### src/rtl/tank_motion_ctrl_if.sv
// Bundles the tank motion controller's frame/request inputs, the
// collision-checker handshake and the committed-position outputs.
interface tank_motion_if;
    logic       frame_tick;
    logic       Move_Req;
    logic [1:0] Move_Dir;
    logic [8:0] Next_X;
    logic [8:0] Next_Y;
    logic       Next_Collide;
    logic [8:0] Tank_X;
    logic [8:0] Tank_Y;
    logic [1:0] Tank_Dir;
    logic       Moved;
    logic       Blocked;
    logic       Busy;

    modport slave (
        input  frame_tick, Move_Req, Move_Dir, Next_Collide,
        output Next_X, Next_Y, Tank_X, Tank_Y, Tank_Dir, Moved, Blocked, Busy
    );

    modport master (
        output frame_tick, Move_Req, Move_Dir, Next_Collide,
        input  Next_X, Next_Y, Tank_X, Tank_Y, Tank_Dir, Moved, Blocked, Busy
    );
endinterface

### src/rtl/tank_motion_ctrl.sv
// Per-frame tank mover: IDLE -> PROPOSE -> CHECK, commits or rejects one STEP move.
// Define TANK_GRID_ALIGN_EN to snap the perpendicular coordinate to 8 pixels on turns.
module tank_motion_ctrl #(
    parameter logic [8:0] START_X = 9'd128,
    parameter logic [8:0] START_Y = 9'd208,
    parameter logic [8:0] STEP    = 9'd1
) (
    input logic          Clk,
    input logic          Reset_n,
    tank_motion_if.slave bus
);
    typedef enum logic [1:0] {
        IDLE    = 2'd0,
        PROPOSE = 2'd1,
        CHECK   = 2'd2
    } state_t;

    state_t     state_q, state_d;
    logic [8:0] tank_x_q, tank_x_d;
    logic [8:0] tank_y_q, tank_y_d;
    logic [8:0] next_x_q, next_x_d;
    logic [8:0] next_y_q, next_y_d;
    logic [1:0] dir_q, dir_d;
    logic       moved_q, moved_d;
    logic       blocked_q, blocked_d;
    logic       accept;
`ifdef TANK_GRID_ALIGN_EN
    logic       turn_q, turn_d;

    // Nearest multiple of 8, ties rounding up, modulo 512.
    function automatic logic [8:0] snap8(input logic [8:0] v);
        logic [8:0] t;
        t = v + 9'd4;
        return {t[8:3], 3'b000};
    endfunction
`endif

    assign accept = (state_q == IDLE) && bus.frame_tick && bus.Move_Req;

    always_ff @(posedge Clk or negedge Reset_n) begin
        if (!Reset_n) begin
            state_q   <= IDLE;
            tank_x_q  <= START_X;
            tank_y_q  <= START_Y;
            next_x_q  <= START_X;
            next_y_q  <= START_Y;
            dir_q     <= 2'd0;
            moved_q   <= 1'b0;
            blocked_q <= 1'b0;
`ifdef TANK_GRID_ALIGN_EN
            turn_q    <= 1'b0;
`endif
        end else begin
            state_q   <= state_d;
            tank_x_q  <= tank_x_d;
            tank_y_q  <= tank_y_d;
            next_x_q  <= next_x_d;
            next_y_q  <= next_y_d;
            dir_q     <= dir_d;
            moved_q   <= moved_d;
            blocked_q <= blocked_d;
`ifdef TANK_GRID_ALIGN_EN
            turn_q    <= turn_d;
`endif
        end
    end

    always_comb begin
        state_d = state_q;
        case (state_q)
            IDLE:    if (accept) state_d = PROPOSE;
            PROPOSE: state_d = CHECK;
            CHECK:   state_d = IDLE;
            default: state_d = IDLE;
        endcase
    end

    always_comb begin
        tank_x_d  = tank_x_q;
        tank_y_d  = tank_y_q;
        next_x_d  = next_x_q;
        next_y_d  = next_y_q;
        dir_d     = dir_q;
        moved_d   = 1'b0;
        blocked_d = 1'b0;
`ifdef TANK_GRID_ALIGN_EN
        turn_d    = turn_q;
`endif
        case (state_q)
            IDLE: begin
                if (accept) begin
                    dir_d = bus.Move_Dir;
`ifdef TANK_GRID_ALIGN_EN
                    // Axis parity differs -> the new heading is perpendicular.
                    turn_d = bus.Move_Dir[0] ^ dir_q[0];
`endif
                end
            end
            PROPOSE: begin
                next_x_d = tank_x_q;
                next_y_d = tank_y_q;
                case (dir_q)
                    2'd0:    next_y_d = tank_y_q - STEP;
                    2'd1:    next_x_d = tank_x_q + STEP;
                    2'd2:    next_y_d = tank_y_q + STEP;
                    default: next_x_d = tank_x_q - STEP;
                endcase
`ifdef TANK_GRID_ALIGN_EN
                if (turn_q) begin
                    if (dir_q[0]) next_y_d = snap8(tank_y_q);
                    else          next_x_d = snap8(tank_x_q);
                end
`endif
            end
            CHECK: begin
                if (bus.Next_Collide) begin
                    blocked_d = 1'b1;
                end else begin
                    tank_x_d = next_x_q;
                    tank_y_d = next_y_q;
                    moved_d  = 1'b1;
                end
            end
            default: ;
        endcase
    end

    assign bus.Next_X   = next_x_q;
    assign bus.Next_Y   = next_y_q;
    assign bus.Tank_X   = tank_x_q;
    assign bus.Tank_Y   = tank_y_q;
    assign bus.Tank_Dir = dir_q;
    assign bus.Moved    = moved_q;
    assign bus.Blocked  = blocked_q;
    assign bus.Busy     = (state_q != IDLE);
endmodule

### src/flat_wrapper.sv
// flat-port wrapper written by rule: the top's interface ports become plain ports
module tank_motion_ctrl_flat 
#(
    parameter logic [8:0] START_X = 9'd128,
    parameter logic [8:0] START_Y = 9'd208,
    parameter logic [8:0] STEP    = 9'd1
)
  (Clk, Reset_n, bus_frame_tick, bus_Move_Req, bus_Move_Dir, bus_Next_Collide, bus_Next_X, bus_Next_Y, bus_Tank_X, bus_Tank_Y, bus_Tank_Dir, bus_Moved, bus_Blocked, bus_Busy);
  tank_motion_if bus_i ();
  input logic Clk;
  input logic Reset_n;
  input wire logic [$bits(bus_i.frame_tick)-1:0] bus_frame_tick;
  input wire logic [$bits(bus_i.Move_Req)-1:0] bus_Move_Req;
  input wire logic [$bits(bus_i.Move_Dir)-1:0] bus_Move_Dir;
  input wire logic [$bits(bus_i.Next_Collide)-1:0] bus_Next_Collide;
  output wire logic [$bits(bus_i.Next_X)-1:0] bus_Next_X;
  output wire logic [$bits(bus_i.Next_Y)-1:0] bus_Next_Y;
  output wire logic [$bits(bus_i.Tank_X)-1:0] bus_Tank_X;
  output wire logic [$bits(bus_i.Tank_Y)-1:0] bus_Tank_Y;
  output wire logic [$bits(bus_i.Tank_Dir)-1:0] bus_Tank_Dir;
  output wire logic [$bits(bus_i.Moved)-1:0] bus_Moved;
  output wire logic [$bits(bus_i.Blocked)-1:0] bus_Blocked;
  output wire logic [$bits(bus_i.Busy)-1:0] bus_Busy;
  assign bus_i.frame_tick = bus_frame_tick;
  assign bus_i.Move_Req = bus_Move_Req;
  assign bus_i.Move_Dir = bus_Move_Dir;
  assign bus_i.Next_Collide = bus_Next_Collide;
  assign bus_Next_X = bus_i.Next_X;
  assign bus_Next_Y = bus_i.Next_Y;
  assign bus_Tank_X = bus_i.Tank_X;
  assign bus_Tank_Y = bus_i.Tank_Y;
  assign bus_Tank_Dir = bus_i.Tank_Dir;
  assign bus_Moved = bus_i.Moved;
  assign bus_Blocked = bus_i.Blocked;
  assign bus_Busy = bus_i.Busy;
  tank_motion_ctrl #(.START_X(START_X), .START_Y(START_Y), .STEP(STEP)) u_core (.Clk(Clk), .Reset_n(Reset_n), .bus(bus_i));
endmodule
### config.mk
export PLATFORM = sky130hd
export DESIGN_NAME = tank_motion_ctrl_flat
export DESIGN_NICKNAME = d
export VERILOG_FILES = /design/src/rtl/tank_motion_ctrl_if.sv /design/src/rtl/tank_motion_ctrl.sv /design/src/flat_wrapper.sv
export SDC_FILE = /design/constraint.sdc
export NUM_CORES = 1
export LEC_CHECK = 0
export CORE_MARGIN = 2
export CORE_UTILIZATION = 29
export CTS_CLUSTER_SIZE = 30
export DETAILED_ROUTE_END_ITERATION = 7
export HOLD_SLACK_MARGIN = 0.06
export PLACE_DENSITY = 0.58
export SETUP_SLACK_MARGIN = 0.1
export SYNTH_ARGS = -nofsm -noshare
export SYNTH_HDL_FRONTEND = slang
export SYNTH_SLANG_ARGS = --single-unit
### constraint.sdc
create_clock -name Clk -period 2.3 [get_ports Clk]
set_input_delay 0.46 -clock Clk [delete_from_list [all_inputs] [get_ports Clk]]
set_output_delay 0.46 -clock Clk [all_outputs]
set_load 0.005 [all_outputs]
==> results.py <==
metrics = {
    "synthesis": {
        "syn_avg_cell_area_um2": 10.5,
        "synthCells": 228,
        "synth_edf_count": 0,
        "synth_warnings": 0,
        "yosysSeqAreaShare": 0.443,
        "ys.flop_type": "dfrtp_1",
        "synth_top_cell_area_share": 0.355,
        "yosysTopAreaCell": "dfrtp_1",
        "ys_ff_latch": 42,
        "synth_fp_nets": 251,
        "synth_area_um2": 2400,
        "ys_types": 43,
        "synthTopCellsByArea": "dfrtp_1, mux2_2, dfstp_2, ha_1, o21ai_0",
        "synth-async-reset-ratio": 1.00,
    },
    "layout": {
        "fillers": 842,
        "drive_gt1_frac": 0.254,
        "n_antenna_cell": 0,
        "final_common_cell": "clkdlybuf4s50_1",
        "area_delta_synth_final_pct": 39.5,
        "final_nets": 317,
        "layout.area.seq_um2": 1060,
        "final_cell_area_um2": 3340,
        "final_cell_mix": "clkdlybuf4s50_1, dfrtp_1, nand2_1",
        "multi_input_area_um2": 1380,
    },
    "power": {
        "comb_power_share": 0.586,
        "switching_power_mw": 1.73,
        "power_frac_clock": 0.121,
        "ir_drop_uv": 496,
        "power.density_nw_per_um2": 1430,
        "internal-power_mw": 3.06,
        "seq_power_share": 0.293,
        "switching_share": 0.361,
        "power.leakage_nw": 1.41,
        "p_total_mw": 4.79,
    },
    "worst_setup_path": {
        "worstPathRequired_ps": 2460,
        "crit_path_start": "u_core.bus.Tank_Dir[1]",
        "cp_max_fo": 6,
        "critPathKind": "reg2reg",
        "crit_path_start_kind": "register",
        "arrival_ps": 2520,
        "r2r_end": "u_core.bus.Next_X[8]",
        "rrSetupSlack_ps": -60,
        "end_kind": "register",
        "reg2reg_depth": 8,
        "r2r_start": "u_core.bus.Tank_Dir[1]",
    },
    "cts": {
        "cts_inserted_buffers": 5,
        "cts_sinks": 42,
        "clk_path_buf_depth": 2,
        "clock_latency_ps": 290,
        "hold_buffers": 0,
        "clockRootBuffer": "clkbuf_8",
        "path_clk_slew_ps": 80,
        "cts_tree": "built",
        "htreeDepth": 2,
    },
    "timing": {
        "rsz0062_at_grt": "true",
        "worst_pin_slew_ps": 548,
        "min_period_ps": 2360,
        "finalCritPeriodShare": 1.03,
        "skew_ps": 7.43,
        "max_slew_margin": 0.634,
        "setup_violations": 1,
        "hold_ws_ps": 155,
        "hold_violations": 0,
        "max_freq_mhz": 424,
        "drv_slew": 0,
        "setup_ws_ps": -59.9,
    },
    "place": {
        "dp_slack_ps": -57.2,
        "dp.final_hpwl_mm": 3.99,
        "place_area_um2": 3130,
        "place_congestion": 0.829,
        "io_buffers": 47,
    },
    "grt": {
        "grt_max_degree": 32,
        "use_met3": 0.0367,
        "met1_usage": 0.184,
        "met2_usage": 0.220,
        "grt_pass1_vias": 2002,
        "grt-busiest-layer": "met2",
        "grt_usage": 0.137,
        "antenna_found_initial": 0,
        "grt_pass1_wl_mm": 9.63,
        "gr-total-overflow": 0,
    },
    "routing": {
        "dr.pass1.iters": 4,
        "postRouteAntennaNets": 0,
        "avgViaCountPerCell": 4.88,
        "num_vias": 1950,
        "routed_wl_mm": 5.73,
        "avgRoutedWirePerCell_um": 14.3,
        "drcViolationCount": 0,
        "drtIter0Drc": 46,
    },
    "worst_hold_path": {
        "min_path_type": "in2async",
    },
    "floorplanning": {
        "die-area_um2": 9010,
        "rows": 33,
        "io_pins": 48,
        "die_w_um": 94.9,
        "die_h_um": 94.9,
        "start_util": 0.296,
        "coreArea_um2": 8090,
    },
    "run_status": {
        "violations": "negative setup slack",
        "status": "complete, but fails checks",
    },
    "job": {
        "maxCapViolCount": 0,
    },
}
==> flip-flops by register name, indices dropped and copies added (netlist names) <==
| register | count |
|---|---|
| u_core.bus.Tank_Y | 9 |
| u_core.bus.Tank_X | 9 |
| u_core.bus.Blocked | 1 |
| u_core.bus.Next_X | 9 |
| u_core.bus.Tank_Dir | 2 |
| u_core.bus.Moved | 1 |
| u_core.state_q | 2 |
| u_core.bus.Next_Y | 9 |
==> cells in the mapped netlist (4+ instances only) <==
master    number
a21o_1         4
a21oi_1       13
clkbuf_1       5
dfrtp_1       34
dfstp_2        8
ha_1          14
inv_1          5
mux2_2        19
mux2i_1        8
nand2_1       21
nand3_1        7
nor2_1         5
nor3b_1        5
o21a_1         5
o21ai_0       20
xnor2_1        6
xor2_1         5
==> layer usage <==
metal | up-vias | part of all wire
li1 | 961 | -
met3 | 4 | 0.043
met5 | - | 0
met4 | 0 | 0.0075
met2 | 35 | 0.45
met1 | 950 | 0.49
==> power by group through the flow <==
stage | Clock [mW] | Sequential, mW | Combinational [mW]
finish | 0.580 | 1.40 | 2.81
global placement | 0 | 1.42 | 2.55
global route | 0.638 | 1.47 | 3.13
floorplan | 0 | 1.41 | 1.49
CTS | 0.605 | 1.42 | 2.74
detailed placement | 0 | 1.42 | 2.59
==> final cells by class <==
| cell class | count | share of cell area |
|---|---|---|
| Clock buffer | 7 | 0.0228 |
| Sequential cell | 42 | 0.318 |
| Clock inverter | 1 | 0.00899 |
| Tap cell | 105 | 0.0393 |
| Inverter | 5 | 0.00636 |
| Timing Repair Buffer | 69 | 0.192 |
| Multi-Input combinational cell | 171 | 0.413 |
==> per-stage QoR <==
stage,utilization,instances,TNS [ps]
detailed placement,0.387,386,-81.4
global placement,0.387,386,-12.4
global route,0.413,400,-239
finish,0.413,400,-59.9
floorplan,-,228,-1.50
CTS,0.408,398,-72.3
==> cell families (layout without fill, tap and decap cells) <==
kind of cell / count (synthesis) / after routing / synth area share
adder cells (fa/ha/maj): 16 / 16 / 0.0898
AO/OA/AOI/OAI: 58 / 58 / 0.151
AND/OR/NAND/NOR: 59 / 59 / 0.128
XOR/XNOR: 11 / 11 / 0.0402
buffers and inverters: 15 / 82 / 0.0245
flip-flops: 42 / 42 / 0.443
multiplexers: 27 / 27 / 0.123
==> what timing repair did <==
| item | 4_1_cts | 5_1_grt |
|---|---|---|
| resized for setup | 8 | 8 |
| pin swaps | 3 | 4 |
| setup buffers | 4 | 2 |
| endpoints found under the setup margin | 6 | 8 |
==> critical path, stage by stage (launching register included) <==
cell and delay (ps):
dfrtp_2 430, nor2b_4 140, inv_4 70, fa_2 350, a21o_1 180, a221o_2 370
mux2i_2 170, o211ai_1 170, or3b_1 350
==> worst max path at each step <==
stage                                      end  slack (ps)  cells past startpoint
after detailed placement  u_core.bus.Next_X[8]         -60                      8
after global placement    u_core.bus.Next_X[8]         -10                      8
final                     u_core.bus.Next_X[8]         -60                      8
after floorplan           u_core.bus.Next_X[8]          -2                      8
after CTS                 u_core.bus.Next_X[8]         -70                      8
after global routing      u_core.bus.Next_X[8]        -170                      8
(Power assumes the default switching activity.)
